**config.mk**
```make
export PLATFORM = sky130hd
export DESIGN_NAME = mem_access_unit
export DESIGN_NICKNAME = d
export VERILOG_FILES = /design/src/rtl/mem_access_unit.sv
export SDC_FILE = /design/constraint.sdc
export NUM_CORES = 1
export LEC_CHECK = 0
export CAP_MARGIN = 20
export CORE_MARGIN = 3
export CORE_UTILIZATION = 30
export CTS_CLUSTER_SIZE = 30
export DETAILED_ROUTE_END_ITERATION = 6
export HOLD_SLACK_MARGIN = 0.1
export PLACE_DENSITY = 0.56
export SYNTH_ARGS = -nofsm -noshare
export SYNTH_HDL_FRONTEND = slang
export SYNTH_SLANG_ARGS = --single-unit
export TNS_END_PERCENT = 10
```
**constraint.sdc**
```tcl
create_clock -name clock -period 2.65 [get_ports clock]
set_input_delay 0.6625 -clock clock [delete_from_list [all_inputs] [get_ports clock]]
set_output_delay 0.6625 -clock clock [all_outputs]
set_load 0.01 [all_outputs]
```
**src/rtl/mem_access_unit.sv**
```systemverilog
// mem_access_unit
//
// Single-outstanding memory access sequencer. A start pulse in idle latches a
// computed address, store data and direction, then issues one memory request
// and waits for mem_ready (bounded by TIMEOUT cycles). Completion is signalled
// by a one-cycle done pulse with error qualifying it.
//
// Optional feature: define MEM_ACCESS_ALIGN_CHECK_EN to reject accesses whose
// computed address is odd (done+error without a memory request).
//
// Ports
//   clock, reset_n            : system clock (rising edge), async active-low reset
//   start, op_write           : begin access (idle only), 1 = store / 0 = load
//   addr_sel, data_sel        : address source and store-data source selects
//   pc, sp_in, imm            : address operands
//   mary_data, shelley_data,
//   ra_data                   : register operands (address and store data)
//   mem_req, mem_we,
//   mem_addr, mem_wdata       : memory request side
//   mem_ready, mem_rdata      : memory completion and load data
//   busy, done, error,
//   rd_data                   : status and last successful load result
module mem_access_unit #(
  parameter int unsigned DATA_W  = 16,
  parameter int unsigned ADDR_W  = 16,
  parameter int unsigned IMM_W   = 7,
  parameter int unsigned SP_STEP = 2,
  parameter int unsigned TIMEOUT = 15
) (
  input  logic              clock,
  input  logic              reset_n,
  input  logic              start,
  input  logic              op_write,
  input  logic [2:0]        addr_sel,
  input  logic [1:0]        data_sel,
  input  logic [ADDR_W-1:0] pc,
  input  logic [ADDR_W-1:0] sp_in,
  input  logic [IMM_W-1:0]  imm,
  input  logic [DATA_W-1:0] mary_data,
  input  logic [DATA_W-1:0] shelley_data,
  input  logic [DATA_W-1:0] ra_data,
  output logic              mem_req,
  output logic              mem_we,
  output logic [ADDR_W-1:0] mem_addr,
  output logic [DATA_W-1:0] mem_wdata,
  input  logic              mem_ready,
  input  logic [DATA_W-1:0] mem_rdata,
  output logic              busy,
  output logic              done,
  output logic              error,
  output logic [DATA_W-1:0] rd_data
);

  localparam int unsigned CntW = 8;
  localparam logic [CntW-1:0] CntLast = CntW'(TIMEOUT - 1);

  typedef enum logic [1:0] {StIdle, StReq, StDone} state_e;

  state_e            state_q, state_d;
  logic [CntW-1:0]   cnt_q, cnt_d;
  logic              we_q, we_d;
  logic [ADDR_W-1:0] addr_q, addr_d;
  logic [DATA_W-1:0] wdata_q, wdata_d;
  logic [DATA_W-1:0] rd_data_q, rd_data_d;
  logic              mem_req_q, mem_req_d;
  logic              mem_we_q, mem_we_d;
  logic              busy_q, busy_d;
  logic              done_q, done_d;
  logic              error_q, error_d;

  // Address operand preparation; all sums wrap modulo 2^ADDR_W by width.
  logic [ADDR_W-1:0] imm_sext;
  logic [ADDR_W-1:0] calc_addr;
  logic              sel_legal;
  logic              addr_fault;
  logic [DATA_W-1:0] calc_wdata;

  assign imm_sext = ADDR_W'($signed(imm));

  always_comb begin
    calc_addr = '0;
    sel_legal = 1'b1;
    unique case (addr_sel)
      3'b000:  calc_addr = pc;
      3'b001:  calc_addr = imm_sext;
      3'b010:  calc_addr = mary_data[ADDR_W-1:0];
      3'b011:  calc_addr = shelley_data[ADDR_W-1:0];
      3'b100:  calc_addr = sp_in + ADDR_W'(SP_STEP);
      3'b101:  calc_addr = sp_in + (imm_sext << 2);
      default: sel_legal = 1'b0;
    endcase
  end

  always_comb begin
    calc_wdata = '0;
    unique case (data_sel)
      2'b00:   calc_wdata = mary_data;
      2'b01:   calc_wdata = shelley_data;
      2'b10:   calc_wdata = ra_data;
      default: calc_wdata = '0;
    endcase
  end

`ifdef MEM_ACCESS_ALIGN_CHECK_EN
  // Odd addresses are rejected before any memory request is made.
  assign addr_fault = sel_legal & calc_addr[0];
`else
  assign addr_fault = 1'b0;
`endif

  always_comb begin
    state_d   = state_q;
    cnt_d     = cnt_q;
    we_d      = we_q;
    addr_d    = addr_q;
    wdata_d   = wdata_q;
    rd_data_d = rd_data_q;
    mem_req_d = 1'b0;
    mem_we_d  = 1'b0;
    busy_d    = busy_q;
    done_d    = 1'b0;
    error_d   = 1'b0;

    unique case (state_q)
      StIdle: begin
        busy_d = 1'b0;
        if (start) begin
          busy_d = 1'b1;
          we_d   = op_write;
          if (!sel_legal) begin
            // Illegal select: nothing to latch, complete with error.
            state_d = StDone;
            done_d  = 1'b1;
            error_d = 1'b1;
          end else begin
            addr_d  = calc_addr;
            wdata_d = calc_wdata;
            if (addr_fault) begin
              state_d = StDone;
              done_d  = 1'b1;
              error_d = 1'b1;
            end else begin
              state_d   = StReq;
              cnt_d     = '0;
              mem_req_d = 1'b1;
              mem_we_d  = op_write;
            end
          end
        end
      end

      StReq: begin
        busy_d = 1'b1;
        if (mem_ready) begin
          // Ready wins over a coincident timeout.
          state_d = StDone;
          done_d  = 1'b1;
          if (!we_q) begin
            rd_data_d = mem_rdata;
          end
        end else if (cnt_q == CntLast) begin
          state_d = StDone;
          done_d  = 1'b1;
          error_d = 1'b1;
        end else begin
          cnt_d     = cnt_q + 1'b1;
          mem_req_d = 1'b1;
          mem_we_d  = we_q;
        end
      end

      StDone: begin
        state_d = StIdle;
        busy_d  = 1'b0;
      end

      default: begin
        state_d = StIdle;
        busy_d  = 1'b0;
      end
    endcase
  end

  always_ff @(posedge clock or negedge reset_n) begin
    if (!reset_n) begin
      state_q   <= StIdle;
      cnt_q     <= '0;
      we_q      <= 1'b0;
      addr_q    <= '0;
      wdata_q   <= '0;
      rd_data_q <= '0;
      mem_req_q <= 1'b0;
      mem_we_q  <= 1'b0;
      busy_q    <= 1'b0;
      done_q    <= 1'b0;
      error_q   <= 1'b0;
    end else begin
      state_q   <= state_d;
      cnt_q     <= cnt_d;
      we_q      <= we_d;
      addr_q    <= addr_d;
      wdata_q   <= wdata_d;
      rd_data_q <= rd_data_d;
      mem_req_q <= mem_req_d;
      mem_we_q  <= mem_we_d;
      busy_q    <= busy_d;
      done_q    <= done_d;
      error_q   <= error_d;
    end
  end

  assign mem_req   = mem_req_q;
  assign mem_we    = mem_we_q;
  assign mem_addr  = addr_q;
  assign mem_wdata = wdata_q;
  assign busy      = busy_q;
  assign done      = done_q;
  assign error     = error_q;
  assign rd_data   = rd_data_q;

endmodule

```
==> flow_summary.ini <==
[run_status]
status = finished clean

[yosys]
synth_top_cells_by_area = sky130_fd_sc_hd__dfrtp_1 37%, sky130_fd_sc_hd__mux2_2 7.5%, sky130_fd_sc_hd__ha_1 4.6%, sky130_fd_sc_hd__nor2_1 4.6%, sky130_fd_sc_hd__mux2i_1 4.2%
post_synth_num_cell_types = 63
syn_avg_cell_area_um2 = 9.20
syn-cell-area_um2 = 4330
synth_enable_flop_cells = 0
yosysMostFrequentCell = sky130_fd_sc_hd__dfrtp_1
synth_area_leader_cell = sky130_fd_sc_hd__dfrtp_1
synth-warning-count = 0
async_flop_share_pct = 100
synth.yosys.seq_area_share_pct = 37.0
seq_cells_post_synth = 64
post_synth_most_frequent_cells = 64 x sky130_fd_sc_hd__dfrtp_1, 53 x sky130_fd_sc_hd__nor2_1, 45 x sky130_fd_sc_hd__nand2_1, 36 x sky130_fd_sc_hd__o21ai_0, 32 x sky130_fd_sc_hd__a21oi_1
postSynthCellCount = 471
net_count_of_the_mapped_netlist = 601
synth-main-ff-cell = sky130_fd_sc_hd__dfrtp_1
synth_top_area_share_pct = 37.0

[clocking]
cts.clk_slew.worst_paths_ns = 0.06
tritoncts = yes
cts-buffers-inserted = 9
clock-root-buffer = sky130_fd_sc_hd__clkbuf_16
tritoncts_num_sinks = 64
clockBufferDepth = 2
holdBufCountCts = 0
cts_max_level = 3
cts_setup_buffers = 0
clock_insertion_delay_worst_skew_ns = 0.34

[critical_path]
critPathMaxFanout = 2
setup_crit_end_kind = flop
regToRegSetupSlack_ns = 0.64
timing.critical_path.required_ns = 2.90
worstSetupStartpointType = input pin
timing.setup.critical_path_class = in -> reg
crit_arrival_ns = 2.83

[floorplanning]
placeableCoreArea_um2 = 14000
floorplan.rows = 43
num_io_pins = 166
die_width_um = 126
chipHeight_um = 126
starting_density_of_the_core_pct = 31.0
total_die_area_um2 = 15900

[routing]
total_via_count_after_detailed_routing = 4486
drc = 0
drt_iter0_markers = 217
routed_wire_length_per_instance_um = 16.9
detailed_routing_iteration_count_for_the_pre_antenna_repair_pass = 4
detail_route.vias_per_cell = 5.05
drt.antenna.violating_nets = 0
routed_wirelength_um = 15000

[final_layout]
antenna-diode-count = 0
final_layout_size_suffix_gt1_share_pct = 20.8
finish.instance_area_um2 = 7070
nNetsFinal = 833
layout-area-overhead-vs-synth_pct = 63.2

[global_routing]
first_pass_grt_wire_length_um = 24000
first_global_vias = 4607
largest_net_degree_at_the_start_of_global_routing = 65
gr-total-overflow = 0
track_usage_pct = 18.9
grt_antenna_before_repair = 0

[timing]
timing.fmax_mhz = 388
report.final.slew_viol_count = 0
hold_violations = 0
setup_violations = 0
fin_skew_ns = 0.00594
post-route-period-util_pct = 97.3
worst_slew_margin_rel_pct = 59.1
fin_crit_ns = 2.58
rsz_0062_raised_after_global_routing = true
hold_slack_ns = 0.347
timing_worst_slew_pin_value_ns = 0.609

[pwr]
pwr_density_cell_nw_per_um2 = 678
standby_leakage_power_nw = 3.05
ir_drop_v = 0.000273

[place]
count_of_input_and_output_buffers = 165
detailed_place_hpwl_um = 12200
finalWeightedCongestion = 0.887
post_dp_cell_area_um2 = 6720

[min_path]
hold_path_class = in -> async

[flow_run]
max-cap-violations = 0
## where the power goes
part / internal [mW] / switching [mW]
Clock: 0.824 / 0.466
Sequential: 1.33 / 0.208
Combinational: 1.15 / 0.819
## layout make-up
cell class | count | area [um2]
clock buffer | 9 | 225
clock inverter | 7 | 95.1
fill | 1292 | 6920
inverter | 12 | 45.0
multi-input combinational | 370 | 2610
sequential | 64 | 1600
tap | 180 | 225
timing repair buffer | 246 | 2270
## sequential cells by signal, indices dropped and copies added (netlist names)
signal and count:
mem_addr 16, cnt_q 8, mem_wdata 16, rd_data 16, mem_req 1, error 1
mem_we 1, done 1, state_q 2, we_q 1, busy 1
## what timing repair did
item / in CTS / in global routing
gates resized for setup: 5 / 5
pin swaps: 1 / 4
endpoints found under the setup margin: 5 / 7
## kinds of logic after synthesis
group                    Yosys count  share of synthesized area, %
AND/OR/NAND/NOR                  151                          16.6
AO/OA/AOI/OAI                    127                          19.3
flip-flops                        64                          37.0
multiplexers                      51                          13.8
buffers and inverters             37                          3.41
XOR/XNOR                          24                          4.85
adder cells (fa/ha/maj)           17                          5.08
## cell usage in the layout, fill, tap and decap left out, types with 6 or more instances in the layout
cell type,instances
sky130_fd_sc_hd__inv_1,12
sky130_fd_sc_hd__a21oi_1,32
sky130_fd_sc_hd__clkdlybuf4s50_1,160
sky130_fd_sc_hd__o21ai_0,36
sky130_fd_sc_hd__ha_1,15
sky130_fd_sc_hd__buf_4,80
sky130_fd_sc_hd__xor2_1,17
sky130_fd_sc_hd__clkbuf_16,9
sky130_fd_sc_hd__nand4_1,9
sky130_fd_sc_hd__nand2_1,45
sky130_fd_sc_hd__xnor2_1,7
sky130_fd_sc_hd__mux2i_1,18
sky130_fd_sc_hd__nor2_1,53
sky130_fd_sc_hd__mux2_2,29
sky130_fd_sc_hd__nand3_1,8
sky130_fd_sc_hd__dfrtp_1,64
sky130_fd_sc_hd__a22oi_1,9
sky130_fd_sc_hd__nor3_1,6
## stage by stage
| step | TNS, ns | std cells | util (%) | setup WS (ns) | total power [mW] |
|---|---|---|---|---|---|
| 3_5_place_dp | -3.41 | 871 | 48.0 | -0.466 | 3.54 |
| 5_1_grt | -0.0699 | 888 | 50.6 | -0.0306 | 5.08 |
| 4_1_cts | 0 | 887 | 50.4 | 0.00367 | 4.85 |
| 2_1_floorplan | 0 | 471 | - | 0.289 | 2.34 |
| 6_report | 0 | 888 | 50.6 | 0.0708 | 4.80 |
| 3_3_place_gp | -3.03 | 871 | 48.0 | -0.453 | 3.50 |
## worst paths after layout
path / startpoint / endpoint / depth (start not counted)
setup / recovery: sp_in[2] / mem_addr[13]$_DFFE_PN0P_ / 9
hold / removal: reset_n / rd_data[3]$_DFFE_PN0P_ / 2
setup reg to reg: state_q[1]$_DFFE_PN0P_ / mem_addr[14]$_DFFE_PN0P_ / 6
hold reg to reg: mem_wdata[3]$_DFFE_PN0P_ / mem_wdata[3]$_DFFE_PN0P_ / 2
max in group asynchronous: reset_n / rd_data[11]$_DFFE_PN0P_ / 2
min in group clock: mem_wdata[3]$_DFFE_PN0P_ / mem_wdata[3]$_DFFE_PN0P_ / 2
## critical path, stage by stage
cell and delay [ns]:
sky130_fd_sc_hd__clkdlybuf4s50_1 0.43, sky130_fd_sc_hd__ha_2 0.21, sky130_fd_sc_hd__buf_4 0.14, sky130_fd_sc_hd__a211oi_2 0.25
sky130_fd_sc_hd__o21bai_1 0.12, sky130_fd_sc_hd__a211o_1 0.30, sky130_fd_sc_hd__a21o_1 0.20, sky130_fd_sc_hd__a2111o_1 0.40
sky130_fd_sc_hd__o211ai_1 0.10
## layer usage
| metal | track usage [%] | wire length (um) | up-vias |
|---|---|---|---|
| li1 | - | - | 2192 |
| met1 | 24.4 | 6470 | 2134 |
| met2 | 32.3 | 7430 | 147 |
| met3 | 3.52 | 925 | 13 |
| met4 | 5.43 | 172 | 0 |
| met5 | 0 | 0 | - |
No activity file was read; power rests on OpenSTA's default activity.
